`src/rtl/controller_reduce_seq.sv`:
```
// Operator-reduction sequencer: pops and evaluates stacked operators by precedence, then pushes the new one.
// Optional ALU watchdog enabled by defining CONT_ALU_WDOG_EN.
module controller_reduce_seq #(
    parameter int OP_W = 4,
    parameter int DW   = 32,
    parameter int WDOG = 64
) (
    input  logic            Clock,
    input  logic            Reset,
    input  logic            req_valid,
    input  logic [OP_W-1:0] req_op,
    input  logic            req_flush,
    output logic            req_ready,
    output logic [1:0]      os_cmd,
    output logic [OP_W-1:0] os_wdata,
    input  logic [OP_W-1:0] os_top,
    input  logic            os_empty,
    output logic [1:0]      ds_cmd,
    output logic [DW-1:0]   ds_wdata,
    input  logic [DW-1:0]   ds_top,
    input  logic            ds_empty,
    output logic [OP_W-1:0] pr_a,
    output logic [OP_W-1:0] pr_b,
    input  logic            pr_res,
    output logic            al_start,
    output logic [OP_W-1:0] al_op,
    output logic [DW-1:0]   al_A,
    output logic [DW-1:0]   al_B,
    input  logic            al_done,
    input  logic [DW-1:0]   al_C,
    output logic            busy,
    output logic            err
);

    localparam logic [3:0] S_IDLE  = 4'd0;
    localparam logic [3:0] S_CMP   = 4'd1;
    localparam logic [3:0] S_POPO  = 4'd2;
    localparam logic [3:0] S_POPB  = 4'd3;
    localparam logic [3:0] S_POPA  = 4'd4;
    localparam logic [3:0] S_EXEC  = 4'd5;
    localparam logic [3:0] S_WAIT  = 4'd6;
    localparam logic [3:0] S_PUSHR = 4'd7;
    localparam logic [3:0] S_PUSHO = 4'd8;
    localparam logic [3:0] S_ERR   = 4'd9;

    localparam logic [1:0] CMD_NONE = 2'b00;
    localparam logic [1:0] CMD_PUSH = 2'b01;
    localparam logic [1:0] CMD_POP  = 2'b10;

    logic [3:0]      state;
    logic [OP_W-1:0] op_q;
    logic            flush_q;

`ifdef CONT_ALU_WDOG_EN
    localparam int WD_W = $clog2(WDOG + 1);
    localparam logic [WD_W-1:0] WD_LAST = WD_W'(WDOG - 1);
    logic [WD_W-1:0] wd_cnt;
`endif

    always_ff @(posedge Clock) begin
        if (!Reset) begin
            state     <= S_IDLE;
            req_ready <= 1'b1;
            busy      <= 1'b0;
            err       <= 1'b0;
            os_cmd    <= CMD_NONE;
            os_wdata  <= '0;
            ds_cmd    <= CMD_NONE;
            ds_wdata  <= '0;
            pr_a      <= '0;
            pr_b      <= '0;
            al_start  <= 1'b0;
            al_op     <= '0;
            al_A      <= '0;
            al_B      <= '0;
            op_q      <= '0;
            flush_q   <= 1'b0;
`ifdef CONT_ALU_WDOG_EN
            wd_cnt    <= '0;
`endif
        end else begin
            // The op stack never changes in the cycle before CMP, so a registered copy of its top is current there.
            pr_a     <= os_top;
            os_cmd   <= CMD_NONE;
            os_wdata <= '0;
            ds_cmd   <= CMD_NONE;
            ds_wdata <= '0;
            al_start <= 1'b0;
            case (state)
                S_IDLE: begin
                    if (req_valid) begin
                        op_q      <= req_op;
                        flush_q   <= req_flush;
                        pr_b      <= req_op;
                        req_ready <= 1'b0;
                        busy      <= 1'b1;
                        state     <= S_CMP;
                    end
                end
                S_CMP: begin
                    if (os_empty && flush_q) begin
                        req_ready <= 1'b1;
                        busy      <= 1'b0;
                        state     <= S_IDLE;
                    end else if (!os_empty && (flush_q || pr_res)) begin
                        os_cmd <= CMD_POP;
                        al_op  <= os_top;
                        state  <= S_POPO;
                    end else begin
                        if (op_q != '0) begin
                            os_cmd   <= CMD_PUSH;
                            os_wdata <= op_q;
                        end
                        state <= S_PUSHO;
                    end
                end
                S_POPO: begin
                    if (ds_empty) begin
                        err   <= 1'b1;
                        state <= S_ERR;
                    end else begin
                        al_B   <= ds_top;
                        ds_cmd <= CMD_POP;
                        state  <= S_POPB;
                    end
                end
                S_POPB: state <= S_POPA;
                // B has left the data stack by now, so ds_top/ds_empty describe operand A.
                S_POPA: begin
                    if (ds_empty) begin
                        err   <= 1'b1;
                        state <= S_ERR;
                    end else begin
                        al_A     <= ds_top;
                        ds_cmd   <= CMD_POP;
                        al_start <= 1'b1;
                        state    <= S_EXEC;
                    end
                end
                S_EXEC: begin
`ifdef CONT_ALU_WDOG_EN
                    wd_cnt <= '0;
`endif
                    state <= S_WAIT;
                end
                S_WAIT: begin
                    if (al_done) begin
                        ds_cmd   <= CMD_PUSH;
                        ds_wdata <= al_C;
                        state    <= S_PUSHR;
                    end
`ifdef CONT_ALU_WDOG_EN
                    else if (wd_cnt == WD_LAST) begin
                        err   <= 1'b1;
                        state <= S_ERR;
                    end else begin
                        wd_cnt <= wd_cnt + 1'b1;
                    end
`endif
                end
                S_PUSHR: state <= S_CMP;
                S_PUSHO: begin
                    req_ready <= 1'b1;
                    busy      <= 1'b0;
                    state     <= S_IDLE;
                end
                S_ERR: state <= S_ERR;
                default: begin
                    err   <= 1'b1;
                    state <= S_ERR;
                end
            endcase
        end
    end

endmodule

```
`config.mk`:
```
export PLATFORM = sky130hd
export DESIGN_NAME = controller_reduce_seq
export DESIGN_NICKNAME = d
export VERILOG_FILES = /design/src/rtl/controller_reduce_seq.sv
export SDC_FILE = /design/constraint.sdc
export NUM_CORES = 1
export LEC_CHECK = 0
export CORE_MARGIN = 10
export CORE_UTILIZATION = 34
export CTS_BUF_LIST = sky130_fd_sc_hd__clkbuf_8
export DETAILED_ROUTE_END_ITERATION = 6
export PLACE_DENSITY = 0.79
export SYNTH_ARGS = -nofsm -noshare
export SYNTH_HDL_FRONTEND = slang
export SYNTH_SLANG_ARGS = --single-unit
```
`constraint.sdc`:
```
create_clock -name Clock -period 2.7 [get_ports Clock]
set_input_delay 0.405 -clock Clock [delete_from_list [all_inputs] [get_ports Clock]]
set_output_delay 0.405 -clock Clock [all_outputs]
set_load 0.01 [all_outputs]
```
==> results by group <==
Die
  • DIE AREA: around 0.018 mm2
  • Starting Density: a little over a third
  • IO Pins: 200
  • Die Span Y: between 100 and 150 um
  • Die extent in x: between 100 and 150 um
  • # rows: 41
  • Area of the core: 0.0126 mm2

Final layout
  • Most frequent cells in the layout: clkdlybuf4s50_1 (198), nand2_1 (131), dfxtp_1 (125)
  • Nets@finish: 730
  • Fraction of layout cells with a size suffix above 1: 6.64%
  • Multi-input gate area: 0.00170 mm2
  • Non-Filler Instances: 835
  • Final antenna diode count: 0
  • Fillers: 1115
  • Register area: between 0.002 and 0.003 mm2
  • Area growth from synthesis to layout: 57.9%
  • Most common cell after layout, fill and taps aside: clkdlybuf4s50_1

Power and ir drop
  • Pwr Density: between 500 and 600 mW/mm2
  • Clock share of power: 43.2%
  • Peak supply drop: 0.336 mV
  • Total power: 4.00 mW
  • Combinational cell fraction of total power: under 10%
  • Internal power: 3.11 mW
  • Leakage: between 2 and 2.5 nW
  • Net Sw Frac: 22.3%
  • Switching power: slightly below 0.9 mW
  • Sequential fraction of design power: a little under half

Synthesis
  • Top_reg_cell synth: dfxtp_1
  • Seq/Total Area, Yosys: 57.4%
  • Top cells by area, synth: dfxtp_1 (57%), nand2_1 (11%), a21boi_1 (10%)
  • Async SR Flop Fraction: 0%
  • Yosys top cell by area: dfxtp_1
  • Mapped cell area: 0.00436 mm2
  • Synth cell types: 41
  • Net Count, Synth: about 540
  • Synth top area share: 57.4%
  • Mapped Cells: 456
  • Seq cells post-synth: 125
  • Number of synthesized flops with an enable pin: 0
  • Avg Synthesized Cell Area: 9.57 um2
  • YS warnings: 0

CTS
  • Post-CTS Repair Setup Buffers: 0
  • Post-CTS sizing: 0
  • H-tree depth: 4
  • Clock tree from TritonCTS: yes
  • Clock Tree Buf Depth: 2
  • Post-CTS Hold Fix Bufs: 0
  • Register clock-pin slew on the reported worst setup and hold paths: 0.07 ns
  • Root Driver: clkbuf_8
  • Worst skew pair latency: 0.43 ns
  • Inserted Clock Buffers: 17
  • Clk sink count: roughly 130

STA
  • Worst slew pin tran: 0.486 ns
  • Setup violations, final: 0
  • Hold Fails Final Rpt: 0
  • Tmin final: about 1.8 ns
  • Worst Skew: 0.00709 ns
  • Normalized max-slew margin: about two thirds
  • Period utilization: 66.4%
  • Unrepaired setup endpoints after global routing: no
  • Final hold slack: around 0.38 ns
  • TNS Setup: 0 ns
  • Setup WS post-layout: 0.908 ns
  • Fmax: approximately 0.56 GHz
  • Slew Limit Fails: 0

Worst hold path
  • Class of the worst hold path: in2reg
  • Hold path depth: 2
  • Min-delay src: Reset

Route
  • Final ANT Viol Nets: 0
  • Router iterations before antenna repair: 5
  • Starting DRT DRC Count: between 150 and 200
  • Drt via density: between 4 and 5
  • DRC Markers: 0
  • Drt total wl: 13.0 mm
  • Drt wl/cell: approximately 16 um
  • Routed vias: 3707

Worst setup path
  • WP buf/inv: 1
  • Worst R2R Start: state[2]
  • Startpoint Class: register
  • Delay of the slowest critical-path stage: 0.58 ns
  • CP max stage cell: clkdlybuf4s50_1
  • CP Data Required Time: 2.30 ns
  • Flop-to-flop setup slack: around 1.0 ns
  • Crit Path Class: reg2out
  • Worst setup path start: op_q[0]
  • CP top delay family: buffers and inverters
  • R2R depth: 4
  • Crit-path cells: clkdlybuf4s50_1
  • WP depth: 1
  • Crit path max fanout: 4
  • Worst Path Arrival: 1.39 ns
  • CP endpoint kind: output pin

GRT
  • GR Overflow Total: 0
  • Grt met2 use: 24.9%
  • M3 GR Usage: just under 8%
  • Global Route Usage Sum: 14.2%
  • Met1 Usage GRT: 14.0%
  • Wire length of the first global-routing pass: 20.3 mm
  • Vias in the first global route: 3845
  • GRT busiest layer: met2
  • Largest net degree at the start of global routing: 40
  • Initial antenna violation count: 0

Placement
  • Port buffer count: 199
  • Hpwl dp: 9.90 mm
  • Routability Congestion: 0.812
  • Placement Setup Slack: 0.699 ns
  • Dpl cells: 803

Run status
  • Status: finished clean

Flow run
  • Max_cap viols: 0
[logic make-up (layout without fill, tap and decap cells)]
| logic type | count (synthesis) | count (layout) | share of synthesized area, % |
|---|---|---|---|
| flip-flops | 125 | 125 | 57.4 |
| buffers and inverters | 33 | 240 | 3.73 |
| XOR/XNOR | 1 | 1 | 0.201 |
| multiplexers | 9 | 9 | 2.07 |
| AND/OR/NAND/NOR | 203 | 203 | 22.0 |
| AO/OA/AOI/OAI | 85 | 85 | 14.7 |
[state kept, by name (all words and copies together), names as in the netlist, 2 cells and up]
name	count
pr_a	4
ds_cmd	2
op_q	4
al_B	32
al_op	4
ds_wdata	32
state	4
al_A	32
os_wdata	4
os_cmd	2
[per-layer routing]
metal	vias up	share of wire, %
met1	1691	39
met2	136	50
met3	12	9.7
met4	0	1.1
met5	-	0
li1	1868	-
[per-stage QoR]
step | util, % | cell area, um2
2_1_floorplan | - | 4360
3_3_place_gp | 51.4 | 6460
3_5_place_dp | 51.4 | 6460
4_1_cts | 54.8 | 6890
5_1_grt | 54.8 | 6890
6_report | 54.8 | 6890
[area by class of cell]
class | count | share of cell area [%]
Sequential cell | 125 | 36.3
Clock buffer | 18 | 3.60
Tap cell | 172 | 3.13
Clock inverter | 14 | 2.56
Timing Repair Buffer | 206 | 29.6
Inverter | 2 | 0.109
Multi-Input combinational cell | 298 | 24.6
[power by group through the flow]
stage          combinational [mW]  clock [mW]  sequential (mW)
2_1_floorplan               0.154           0             1.95
3_3_place_gp                0.349           0             1.95
3_5_place_dp                0.358           0             1.95
4_1_cts                     0.360        1.78             1.91
5_1_grt                     0.387        1.86             1.92
6_report                    0.356        1.73             1.91
[final timing paths]
path                                  to
worst max-delay path             pr_b[0]
worst min-delay path                 err
worst max register to register  al_op[1]
worst min register to register  al_B[25]
[synthesized netlist by cell type, types with 2 or more instances]
master      n
nand2_1   131
dfxtp_1   125
a21boi_1   59
and2_1     41
clkbuf_1   17
nor2b_1    12
mux2i_1     9
a21boi_0    7
buf_2       7
buf_4       6
nor2_1      4
o21ai_0     3
a31oi_1     2
and3b_1     2
nand3_1     2
nand3b_1    2
nor3_2      2
o21bai_1    2
No activity file was read; power rests on OpenSTA's default activity.
